## src/rtl/line_arbiter.sv

```systemverilog
// line_arbiter: round-robin arbiter sharing one line engine among NREQ clients, with watchdog abort
// Ports: clk/rst (async, active-high); req + req_x0/y0/x1/y1 per-client requests and coordinates;
// oe pixel-writer enable; line_done engine completion. Outputs: ack/req_done/req_err per-client pulses,
// busy, gnt_id, line_start/line_abort engine pulses, line_x0/y0/x1/y1 latched coordinates, line_oe.
module line_arbiter #(
  parameter int NREQ    = 4,
  parameter int CORDW   = 10,
  parameter int TIMEOUT = 4096
) (
  input  logic                     clk,
  input  logic                     rst,
  input  logic [NREQ-1:0]          req,
  input  logic [NREQ*CORDW-1:0]    req_x0,
  input  logic [NREQ*CORDW-1:0]    req_y0,
  input  logic [NREQ*CORDW-1:0]    req_x1,
  input  logic [NREQ*CORDW-1:0]    req_y1,
  input  logic                     oe,
  output logic [NREQ-1:0]          ack,
  output logic [NREQ-1:0]          req_done,
  output logic [NREQ-1:0]          req_err,
  output logic                     busy,
  output logic [$clog2(NREQ)-1:0]  gnt_id,
  output logic                     line_start,
  output logic [CORDW-1:0]         line_x0,
  output logic [CORDW-1:0]         line_y0,
  output logic [CORDW-1:0]         line_x1,
  output logic [CORDW-1:0]         line_y1,
  output logic                     line_oe,
  output logic                     line_abort,
  input  logic                     line_done
);
  localparam int IW = $clog2(NREQ);
  localparam int CW = $clog2(TIMEOUT);
  typedef enum logic [1:0] {S_IDLE, S_ISSUE, S_WAIT, S_ABORT} state_t;
  state_t            r_state;
  logic [IW-1:0]     r_ptr, r_gnt, w_win, w_nxt;
  logic [CW-1:0]     r_cnt;
  logic [NREQ-1:0]   r_ack, r_done, r_err, w_gnt_oh;
  logic              r_busy, r_start, r_abort;
  logic [CORDW-1:0]  r_x0, r_y0, r_x1, r_y1;
  // descending scan so the requester closest above ptr is the last (winning) assignment
  always_comb begin
    w_win = '0;
    for (int k = NREQ - 1; k >= 0; k--)
      if (req[(int'(r_ptr) + k) % NREQ]) w_win = IW'((int'(r_ptr) + k) % NREQ);
  end
  assign w_nxt    = (r_gnt == IW'(NREQ - 1)) ? '0 : r_gnt + 1'b1;
  assign w_gnt_oh = NREQ'(1) << r_gnt;
  always_ff @(posedge clk or posedge rst)
    if (rst) begin
      r_state <= S_IDLE;
      r_ptr   <= '0;
      r_gnt   <= '0;
      r_cnt   <= '0;
      r_ack   <= '0;
      r_done  <= '0;
      r_err   <= '0;
      r_busy  <= 1'b0;
      r_start <= 1'b0;
      r_abort <= 1'b0;
      r_x0    <= '0;
      r_y0    <= '0;
      r_x1    <= '0;
      r_y1    <= '0;
    end else begin
      r_ack   <= '0;
      r_done  <= '0;
      r_err   <= '0;
      r_start <= 1'b0;
      r_abort <= 1'b0;
      case (r_state)
        S_IDLE: if (|req) begin
          r_ack   <= NREQ'(1) << w_win;
          r_x0    <= req_x0[w_win*CORDW +: CORDW];
          r_y0    <= req_y0[w_win*CORDW +: CORDW];
          r_x1    <= req_x1[w_win*CORDW +: CORDW];
          r_y1    <= req_y1[w_win*CORDW +: CORDW];
          r_gnt   <= w_win;
          r_busy  <= 1'b1;
          r_state <= S_ISSUE;
        end
        S_ISSUE: begin
          r_start <= 1'b1;
          r_cnt   <= '0;
          r_state <= S_WAIT;
        end
        S_WAIT: if (line_done) begin
          r_done  <= w_gnt_oh;
          r_busy  <= 1'b0;
          r_ptr   <= w_nxt;
          r_state <= S_IDLE;
        end else if (oe) begin
          // abort pulses are registered on entry so they are visible during ABORT
          if (r_cnt == CW'(TIMEOUT - 1)) begin
            r_err   <= w_gnt_oh;
            r_abort <= 1'b1;
            r_busy  <= 1'b0;
            r_ptr   <= w_nxt;
            r_state <= S_ABORT;
          end else r_cnt <= r_cnt + 1'b1;
        end
        default: r_state <= S_IDLE;
      endcase
    end
  assign ack        = r_ack;
  assign req_done   = r_done;
  assign req_err    = r_err;
  assign busy       = r_busy;
  assign gnt_id     = r_gnt;
  assign line_start = r_start;
  assign line_abort = r_abort;
  assign line_x0    = r_x0;
  assign line_y0    = r_y0;
  assign line_x1    = r_x1;
  assign line_y1    = r_y1;
  assign line_oe    = oe & r_busy;
endmodule

```

## config.mk

```make
export PLATFORM = sky130hd
export DESIGN_NAME = line_arbiter
export DESIGN_NICKNAME = d
export VERILOG_FILES = /design/src/rtl/line_arbiter.sv
export SDC_FILE = /design/constraint.sdc
export NUM_CORES = 1
export LEC_CHECK = 0
export ABC_AREA = 1
export BUFFER_PORTS_ARGS = -buffer_cell sky130_fd_sc_hd__buf_2
export CORE_MARGIN = 2
export CORE_UTILIZATION = 50
export DETAILED_ROUTE_END_ITERATION = 8
export GPL_ROUTABILITY_DRIVEN = 0
export GPL_TIMING_DRIVEN = 0
export MAX_ROUTING_LAYER = met4
export PLACE_DENSITY = 0.84
export SLEW_MARGIN = 10
export SYNTH_ARGS = -nofsm -noshare
export SYNTH_HDL_FRONTEND = slang
export SYNTH_SLANG_ARGS = --single-unit
```

## constraint.sdc

```tcl
create_clock -name clk -period 4.8 [get_ports clk]
set_clock_uncertainty 0.2 [all_clocks]
set_input_delay 0.96 -clock clk [delete_from_list [all_inputs] [get_ports clk]]
set_output_delay 0.96 -clock clk [all_outputs]
set_load 0.02 [all_outputs]
```

==> impl_results.md, run 1 <==
* Status: completed
* Power, Total at between 4 and 5 mW
* Nets@finish at 1,204
* Mapped Nets at around 970
* Worst-path clk slew at around 0.080 ns
* Critical-path cell with the highest stage delay: clkbuf_1
* Leakage at approximately 4.1 nW
* Vias in the first global route at 5,308
* Critical Path RT at 4.84 ns
* Per-cell routed wire length at 12.51 microns
* Final core utilization at 0.6737
* CP startpoint: req[3]
* Final count of hold timing violations at 0
* Crit. path cell count at 13
* CP dominant cell by count: nand2_1
* Critical path buffer and inverter count at 3
* Setup Viol. Count Final at 0
* Row count at 36
* CTS Buffer Depth at 2
* CTS Sinks at 73
* EDFF count, synth at 0
* Setup CP Type: in -> reg
* Worst vdd ir at 420.5 uV
* Count leader, synth: nand2_1
* Via count at 5,724
* Pint at ~2.3 mW
* First-pass GRT wire length at 24.27 mm
* CP max FO at 10
* Switching portion of total power at 0.5221
* Slew HR at 0.5353
* Later-pin clock latency in the skew report at approximately 0.35 ns
* Distinct cell type count after synthesis at 38
* Port Buffers at 225
* FFs w/ async S/R, synth at 1.000
* Startpoint types: input pin
* Total track usage at 0.2813
* RSZ-0062 raised after global routing: false
* Sequential share of power at 0.198
* Synth area leader: dfrtp_1
* Initial Util at 0.5136
* Root buffer cell: clkbuf_8
* Worst path top cell family by delay: simple AND/OR/NAND/NOR gates
* Layout cell share with drive strength beyond 1 at 0.2770
* CTS tree: done
* Worst r2r path cells at 12
* DP Wirelength at 11.25 mm
* Top sig layer: met4
* Logic gate share of total power at 0.681
* Worst Tran Pin Value at 0.6945 ns
* Die H at 104.0 microns
* Synthesis Warnings at 0
* Min Tclk post-route at ~2.5 ns
* CTS resizes at 0
* Post-Syn Area per Cell at 6.294 sq um
* Initial antenna violation count at 0
* Final period util at 0.5236
* Grt ovf at 0
* Yosys reg bits at 73
* Setup crit end kind: flop
* DRT antenna net count at 0
* R2r startpoint: r_ptr[0]
* Die area at 10,810 sq um
* Largest net degree at the start of global routing at 43
* WL met1 at 6.245 mm
* Hold WC Path Type: reg -> reg
* Postcts setup bufs at 0
* Pwr dens at 750.1 nW/um^2
* Top cells by area, synth: dfrtp_1 (37%), nand2_1 (26%), nand3_1 (13%), inv_1 (8.0%), buf_6 (1.8%)
* Area of the mapped netlist at 4997 sq um
* Fillers at 968
* Max Freq at around 400 MHz
* # Max-Cap Violations at 0
* DRC viols at 0
* Post-Synthesis Cells at between 700 and 800
* Synth top area share at 0.3655
* Die W at about 100 microns
* Area grow syn2layout at 31.17%
* CTS Buf Count at 9
* Flop-to-flop setup slack at 2.51 ns
* Detailed Route Iter0 Violations at 239
* FF-to-FF End: line_y0[6]
* Met2 wire length at roughly 7.1 mm
* # hold bufs at CTS at 0
* Fin. max-slew vios at 0
* First drt pass iteration count at 4
* Final WL at around 15 mm
* Hold WS at 0.2782 ns
* Switching pwr at 2.567 mW
* Seq/Total Area, Yosys at 0.3655
* Fin Setup TNS at 0 ns
* Vias/cell at 4.896
* Critical path data arrival time at 2.56 ns
* Top_reg_cell synth: dfrtp_1
* Top-Level Pins at about 230
* N_diodes at 0
* Clock power share at 0.120
* Met3 wire len at 994 microns
* Max H-tree Level at 3
* Core Box Area at 9729 sq um
* CP peak stage delay at 0.39 ns
* Top cells by count, synth: nand2_1 (349), nand3_1 (133), inv_1 (106), dfrtp_1 (73), nor2_1 (22)
* Critical Path End: line_y0[6]
* Worst-path cell chain: buf_2 > inv_2 > o21ai_1 > nand2_2 > nand3_2 > nand2_2 > nand2_4 > clkbuf_1 > nand3_1 > nand3_1 > nand2_1 > nand2_1 > nand2_1
==> cell families (layout without fill, tap and decap cells) <==
logic type	count (synthesis)	count (layout)	share of synthesized area
simple gates	523	523	0.4417
compound gates	31	31	0.03531
flops	73	73	0.3655
fa+ha+maj	5	5	0.01252
buf+inv	159	401	0.1397
xor+xnor	3	3	0.005259
==> metal layers <==
layer	global-route usage	vias to the layer above
met5	-	-
met4	0.08591	0
met3	0.04261	27
met2	0.4727	223
met1	0.3517	2571
li1	-	2903
==> state kept, by name, summed over array words and instances, names as in the netlist <==
| signal | cells |
|---|---|
| req_done | 4 |
| r_ptr | 2 |
| busy | 1 |
| line_y1 | 10 |
| line_abort | 1 |
| line_x1 | 10 |
| line_x0 | 10 |
| r_cnt | 12 |
| r_state | 2 |
| ack | 4 |
| req_err | 4 |
| line_y0 | 10 |
| line_start | 1 |
| gnt_id | 2 |
==> cell type report <==
class	instances	area [sq um]	area share
Buffer	44	261.5	0.03989
Clock buffer	10	127.6	0.01947
Clock inverter	6	115.1	0.01756
Inverter	115	439.2	0.06700
Multi-Input combinational cell	562	2472	0.3772
Sequential cell	73	1827	0.2787
Tap cell	133	166.4	0.02539
Timing Repair Buffer	226	1146	0.1748
==> placed cells by master (no fill, tap or decap), types with 2 or more instances in the layout <==
master,n
o21ai_0,9
clkbuf_8,9
xor2_1,2
inv_4,3
nand2_2,4
buf_2,242
and2_1,2
a21oi_1,9
nor3_1,3
ha_1,5
nand2_4,2
dfrtp_1,73
inv_1,105
bufinv_16,3
nor2_1,22
nand3b_1,2
nand3_1,133
nand2_1,349
buf_6,8
clkbuf_1,17
o21ai_1,5
inv_2,7
==> tightest hold or removal path, stage by stage (launching register included) <==
cell and delay, ns:
dfrtp_1 0.34, nand2_1 0.06, nand2_1 0.05
==> worst min-delay path by stage <==
stage                     from    endpoint  slack, ns  depth (start not counted)
finish              line_y1[2]  line_y1[2]       0.28                          2
global route        r_state[1]  line_start       0.30                          1
CTS                 r_state[1]  line_start       0.28                          1
detailed placement  line_y1[2]  line_y1[2]       0.26                          2
global placement    line_y0[8]  line_y0[8]       0.26                          2
floorplan           r_state[1]  line_start       0.23                          1
==> power by group through the flow <==
stage / Combinational [mW] / Clock [mW] / Sequential, mW
5_1_grt: 3.79 / 0.625 / 0.998
4_1_cts: 3.36 / 0.601 / 0.973
6_report: 3.35 / 0.592 / 0.975
2_1_floorplan: 2.22 / 0 / 1.20
3_5_place_dp: 3.35 / 0 / 0.977
3_3_place_gp: 3.30 / 0 / 0.977
==> stage by stage <==
stage | worst slack, ns | area, sq um | instances
finish | 2.287 | 6555 | 1169
global route | 2.098 | 6555 | 1169
CTS | 2.324 | 6555 | 1169
detailed placement | 1.937 | 6312 | 1153
global placement | 0.9447 | 6290 | 1152
floorplan | 1.787 | 4997 | 794
No activity file was read; power rests on OpenSTA's default activity.
==> inputs of run 2 (changes only) <==
--- a/config.mk
+++ b/config.mk
@@ -5,15 +5,15 @@
 export SDC_FILE = /design/constraint.sdc
 export NUM_CORES = 1
 export LEC_CHECK = 0
-export ABC_AREA = 1
+export ABC_AREA = 0
 export BUFFER_PORTS_ARGS = -buffer_cell sky130_fd_sc_hd__buf_2
 export CORE_MARGIN = 2
-export CORE_UTILIZATION = 50
+export CORE_UTILIZATION = 45
 export DETAILED_ROUTE_END_ITERATION = 8
 export GPL_ROUTABILITY_DRIVEN = 0
 export GPL_TIMING_DRIVEN = 0
 export MAX_ROUTING_LAYER = met4
-export PLACE_DENSITY = 0.84
+export PLACE_DENSITY = 0.81
 export SLEW_MARGIN = 10
 export SYNTH_ARGS = -nofsm -noshare
 export SYNTH_HDL_FRONTEND = slang
==> constraint.sdc (replaced) <==
create_clock -name clk -period 2.5 [get_ports clk]
set_clock_uncertainty 0.2 [all_clocks]
set_input_delay 0.5 -clock clk [delete_from_list [all_inputs] [get_ports clk]]
set_output_delay 0.5 -clock clk [all_outputs]
set_load 0.02 [all_outputs]
==> run 2 against run 1 <==
- combinational power is 2% lower
- sequential share of layout area is 4.6 points higher
- flip-flop and latch count stayed put
- area after synthesis is 19% lower
- non-clock buffer count is 15 lower
- design area is 14% lower
==> impl_results.md, run 2 <==
* Nets@finish at 783 (-35%)
* Setup Viol. Count Final at 0 (unchanged)
* Top cells by count, synth: mux2i_1 (82), dfrtp_1 (73), nand2_1 (48), o221ai_1 (34), nand3_1 (13)
* DP Wirelength at 9.855 mm (-12%)
* Layout cell share with drive strength beyond 1 at 0.4430 (+0.1660)
* DRC viols at 0 (unchanged)
* Vias in the first global route at 4,013 (-24%)
* Most common cell after layout, fill and taps aside: buf_2
* Post-route setup slack at 0.1939 ns (-2.093 ns)
* Core Box Area at 8721 sq um (-10%)
* N_diodes at 0 (unchanged)
* Leakage at 3.100 nW (-25%)
* Min-delay src: r_cnt[9]
* Post-Synthesis Cells at 371 (-53%)
* Final period util at 0.9225
* Hold Path Sink: r_cnt[9]
* Hold WC Path Type: reg -> reg
* Setup CP Type: reg -> reg
* Top_reg_cell synth: dfrtp_1
* Fin. max-slew vios at 0 (unchanged)
* Row count at 34 (-5.6%)
* Final core utilization at 0.6449 (-0.02883)
* Post-Syn Area per Cell at 10.94 sq um (+74%)
* Worst r2r path cells at 8 (-4)
* Hold path cells at 1 (-1)
* Critical path data arrival time at 2.31 ns (-0.25 ns)
* Dpl cell area at 5365 sq um (-15%)
* Flop-to-flop setup slack at 0.19 ns (-2.32 ns)
* CTS Buf Count at 9 (unchanged)
* CTS Sinks at 73 (unchanged)
* Seq/Total Area, Yosys at 0.4499 (+0.08437)
* First drt pass iteration count at 4 (unchanged)
* RSZ-0062 raised after global routing: false
* Top cells by area, synth: dfrtp_1 (45%), mux2i_1 (20%), o221ai_1 (7.3%), nand2_1 (4.4%), buf_6 (3.1%)
* Critical-path cell with the highest stage delay: dfrtp_1
* Worst Tran Pin Value at 0.7450 ns (+0.05054 ns)
* First-pass GRT wire length at 19.46 mm (-20%)
* Via count at 3,939 (-31%)
* Initial Util at 0.4656 (-0.04807)
* R2r startpoint: r_ptr[0]
* Max reg flops at 12 (unchanged)
* Detailed Route Iter0 Violations at 134 (-44%)
* Total track usage at 0.2592 (-0.02208)
* Final WL at 12.56 mm (-14%)
* Synthesis Warnings at 0 (unchanged)
* Final count of hold timing violations at 0 (unchanged)
* Later-pin clock latency in the skew report at 0.34 ns (about the same)
* Final Cell Area at 5624 sq um (-14%)
* Min Tclk post-route at 2.306 ns
* CP peak stage delay at 0.41 ns (+0.02 ns)
* CTS tree: done
* Hold WS at 0.2615 ns (-0.01668 ns)
* Grt ovf at 0 (unchanged)
* Worst-path clk slew at 0.08 ns (about the same)
* Count leader, synth: mux2i_1
* Max H-tree Level at 3 (unchanged)
* Max Freq at roughly 430 MHz
* Critical Path RT at 2.50 ns (-2.34 ns)
* Die area at 9798 sq um (-9.4%)
* Status: completed
* Synth top area share at 0.4499 (+0.08437)
* Vias/cell at 5.456 (+11%)
* Worst-path cell chain: nand2b_1 > a21oi_1 > a211o_1 > clkbuf_1 > buf_6 > buf_6 > mux2i_1 > o221ai_1
* Die W at 98.99 microns (-4.8%)
* FF-to-FF End: line_x1[8]
* Yosys reg bits at 73 (unchanged)
* Area grow syn2layout at 38.52%
* Die H at 98.99 microns (-4.8%)
* Slew HR at 0.4995 (-0.03580)
* EDFF count, synth at 0 (unchanged)
* Dpl ws at -0.2899 ns (-2.227 ns)
* FFs w/ async S/R, synth at 1.000 (unchanged)
* Distinct cell type count after synthesis at 39 (+2.6%)
* Worst vdd ir at 622.4 uV (+48%)
* # Max-Cap Violations at 0 (unchanged)
* Per-cell routed wire length at 17.39 microns (+39%)
* Final Non-Filler Cells at 722 (-38%)
* Root buffer cell: clkbuf_8
* Fin Setup TNS at 0 ns (unchanged)
* Synth area leader: dfrtp_1
* Power, Total at 6.268 mW (+27%)
* CTS Buffer Depth at 2 (unchanged)
* Port Buffers at 225 (unchanged)
* Most frequent cells in the layout: buf_2 (232), mux2i_1 (82), dfrtp_1 (73)
* Setup crit end kind: flop
* Top-Level Pins at 226 (unchanged)
* Pwr dens at 1115 nW/um^2 (+49%)
* DRT antenna net count at 0 (unchanged)
* CP dominant cell by count: buf_6
* Largest register by flop count: r_cnt
* Startpoint types: flop
* Largest net degree at the start of global routing at 33 (-23%)
* Initial antenna violation count at 0 (unchanged)
* CP max FO at 10 (unchanged)
* Mapped Nets at 544 (-44%)
* Placed cells at 706 (-39%)
* Area of the mapped netlist at 4060 sq um (-19%)
==> run 2: timing repair <==
item                                   4_1_cts  5_1_grt
resized for setup                            1        0
setup endpoints to repair                    2        0
buffers inserted                             0        0
hold buffers                                 1        0
endpoints found under the hold margin       13        0
==> run 2: layout make-up <==
class / instances / area (sq um)
repair buffers: 228 / 1176
inverters: 6 / 26.28
clock buffers: 10 / 137.6
flip-flops and latches: 73 / 1827
well taps: 108 / 135.1
multi-input cells: 265 / 2026
clock inverters: 5 / 103.9
fillers: 698 / 3097
plain buffers: 27 / 192.7
==> run 2: critical path, delay by kind of cell, from the launching register on <==
family                 cells  cell delay [ns]
buffers and inverters      3             0.61
AO/OA/AOI/OAI              3             0.44
flip-flops                 1             0.41
multiplexers               1             0.33
AND/OR/NAND/NOR            1             0.17
==> run 2: kinds of logic after synthesis <==
group                    Yosys count  synth area share
AND/OR/NAND/NOR                  110            0.1307
multiplexers                      84            0.2077
flip-flops                        73            0.4499
AO/OA/AOI/OAI                     63            0.1368
buffers and inverters             33           0.05300
adder cells (fa/ha/maj)            5           0.01541
XOR/XNOR                           3          0.006473
==> run 2: layer usage <==
metal | GRT usage | part of all wire | wire length (microns)
met5 | - | 0 | 0
met1 | 0.3187 | 0.41 | 5109
met4 | 0.1001 | 0.020 | 249
met2 | 0.4267 | 0.51 | 6344
met3 | 0.04539 | 0.068 | 853
==> run 2: report_power, final <==
group	internal (mW)	switching, mW
Combinational	1.30	1.98
Sequential	1.61	0.263
Clock	0.685	0.433
Total	3.59	2.67
==> run 2: worst max-delay path by stage <==
stage                   from          to  slack [ns]  cells after the start
detailed placement    req[1]  line_y1[4]       -0.29                      7
global placement      req[1]  line_y1[3]       -0.13                      7
finish              r_ptr[0]  line_x1[8]        0.19                      8
floorplan             req[2]  line_y1[7]        0.43                      8
global route        r_ptr[0]  line_x1[8]        0.12                      8
CTS                 r_ptr[0]  line_x1[8]        0.22                      8
==> inputs of run 3 (changes only) <==
--- a/config.mk
+++ b/config.mk
@@ -13,7 +13,7 @@
 export GPL_ROUTABILITY_DRIVEN = 0
 export GPL_TIMING_DRIVEN = 0
 export MAX_ROUTING_LAYER = met4
-export PLACE_DENSITY = 0.81
+export PLACE_DENSITY = 0.82
 export SLEW_MARGIN = 10
 export SYNTH_ARGS = -nofsm -noshare
 export SYNTH_HDL_FRONTEND = slang
==> run 3 against run 2 <==
- fmax rose by 1.1%
- flip-flop and latch count is the same
- first-iteration DRC count up 0.75%
- highest routed layer unchanged
- worst hold slack worse by 0.16 ns
- critical endpoint is now line_x1[4]
- sequential share of layout area increased by 0.58 points
- design area is 1.8% lower
- clock power decreased by 27%
- sequential power barely moved
- via count up 1.4%
==> impl_results.md, run 3 (synthesized netlist as in run 2, its figures left out) <==
* Final core utilization at 0.6336 (-0.01133)
* CTS Buf Count at 9 (unchanged)
* Final Non-Filler Cells at 721 (-0.14%)
* Startpoint types: flop
* Pwr dens at 1075 nW/um^2 (-3.5%)
* Port Buffers at 225 (unchanged)
* Min Tclk post-route at 2.281 ns (-0.02536 ns)
* Leakage at 3.042 nW (-1.9%)
* Most frequent cells in the layout: buf_2 (232), mux2i_1 (82), dfrtp_1 (73)
* Vias in the first global route at 4,086 (+1.8%)
* Die area at 9798 sq um (unchanged)
* Power, Total at 5.942 mW (-5.2%)
* Core Box Area at 8721 sq um (unchanged)
* Worst r2r path cells at 8 (unchanged)
* Slew HR at 0.4620 (-0.03750)
* Setup crit end kind: flop
* Worst Tran Pin Value at 0.8053 ns (+0.06029 ns)
* Fillers at 730 (+4.6%)
* Status: completed
* Area grow syn2layout at 36.09%
* Nets@finish at 781 (-0.26%)
* Final WL at 12.38 mm (-1.4%)
* Die H at 98.99 microns (unchanged)
* Max H-tree Level at 3 (unchanged)
* Initial antenna violation count at 0 (unchanged)
* Max reg flops at 12 (unchanged)
* Post-route setup slack at 0.2192 ns (+0.02536 ns)
* Largest register by flop count: r_cnt
* Critical Path RT at 2.50 ns (about the same)
* Later-pin clock latency in the skew report at 0.34 ns (about the same)
* Setup CP Type: reg -> reg
* Hold WS at 0.1028 ns (-0.1587 ns)
* Final Cell Area at 5525 sq um (-1.8%)
* Per-cell routed wire length at 17.17 microns (-1.3%)
* Top-Level Pins at 226 (unchanged)
* Max Freq at 438.4 MHz (+1.1%)
* Grt ovf at 0 (unchanged)
* CTS Buffer Depth at 2 (unchanged)
* Fin. max-slew vios at 0 (unchanged)
* Setup Viol. Count Final at 0 (unchanged)
* # Max-Cap Violations at 0 (unchanged)
* Root buffer cell: clkbuf_8
* N_diodes at 0 (unchanged)
* CTS Sinks at 73 (unchanged)
* Critical path data arrival time at 2.29 ns (-0.02 ns)
* Via count at 3,993 (+1.4%)
* Total track usage at 0.2511 (-0.008148)
* Final count of hold timing violations at 0 (unchanged)
* Row count at 34 (unchanged)
* Die W at 98.99 microns (unchanged)
* First-pass GRT wire length at 19.10 mm (-1.9%)
* Largest net degree at the start of global routing at 39 (+18%)
* Initial Util at 0.4656 (unchanged)
* # hold bufs at CTS at 0 (-1)
* DRT antenna net count at 0 (unchanged)
* Most common cell after layout, fill and taps aside: buf_2
* Worst vdd ir at 622.2 uV (about the same)
* Final period util at 0.9123 (-0.01014)
* Worst-path clk slew at 0.08 ns (about the same)
* Dpl cell area at 5345 sq um (-0.37%)
* DRC viols at 0 (unchanged)
* Fin Setup TNS at 0 ns (unchanged)
* CP startpoint: r_ptr[0]
* Detailed Route Iter0 Violations at 135 (+0.75%)
* Vias/cell at 5.538 (+1.5%)
* Flop-to-flop setup slack at 0.22 ns (+0.03 ns)
* FF-to-FF End: line_x1[4]
* First drt pass iteration count at 5 (+1)
* Dpl ws at -0.1463 ns (+0.1436 ns)
* DP Wirelength at 9.757 mm (-0.99%)
* CTS tree: done
* Critical Path End: line_x1[4]
* CP max FO at 10 (unchanged)
* RSZ-0062 raised after global routing: false
* R2r startpoint: r_ptr[0]
* Layout cell share with drive strength beyond 1 at 0.4421 (-0.0009087)
* Placed cells at 705 (-0.14%)
* Hold WC Path Type: in -> async
## run 3: final cells by class
cell class / instances / area (sq um) / share of cell area
multi-input combinational: 265 / 2026 / 0.3666
clock buffer: 10 / 127.6 / 0.02310
sequential: 73 / 1827 / 0.3306
buffer: 27 / 192.7 / 0.03487
timing repair buffer: 226 / 1146 / 0.2074
tap: 108 / 135.1 / 0.02446
clock inverter: 6 / 45.04 / 0.008152
inverter: 6 / 26.28 / 0.004755
## run 3: critical path, cell delays in order (launching register included)
cell and delay [ns]:
dfrtp_1 0.40, nand2b_1 0.17, a21oi_1 0.15, a211o_1 0.11, clkbuf_1 0.17, buf_6 0.22, buf_6 0.23, mux2i_1 0.35
o221ai_2 0.15
## run 3: report_power, final
part	total, mW	switching (mW)	internal [mW]
sequential	1.88	0.265	1.61
combinational	3.24	1.95	1.29
clock	0.823	0.461	0.362
total	5.94	2.68	3.27
## run 3: what timing repair did
item,4_1_cts,5_1_grt
resized for setup,0,1
setup buffers,0,0
endpoints found under the setup margin,0,1
## run 3: worst min path at each step
stage	start	to	slack, ns
floorplan	r_cnt[9]	r_cnt[9]	0.24
global placement	r_cnt[9]	r_cnt[9]	0.25
detailed placement	line_y0[0]	line_y0[0]	0.27
CTS	rst	r_state[1]	0.12
global route	rst	req_done[0]	0.16
finish	rst	req_err[2]	0.10
## run 3: routing by layer
metal | GRT usage | up-vias | share of wire
met4 | 0.09589 | 0 | 0.023
met3 | 0.03901 | 23 | 0.067
met2 | 0.4324 | 174 | 0.52
met1 | 0.2957 | 1948 | 0.39
li1 | - | 1848 | -
met5 | - | - | 0
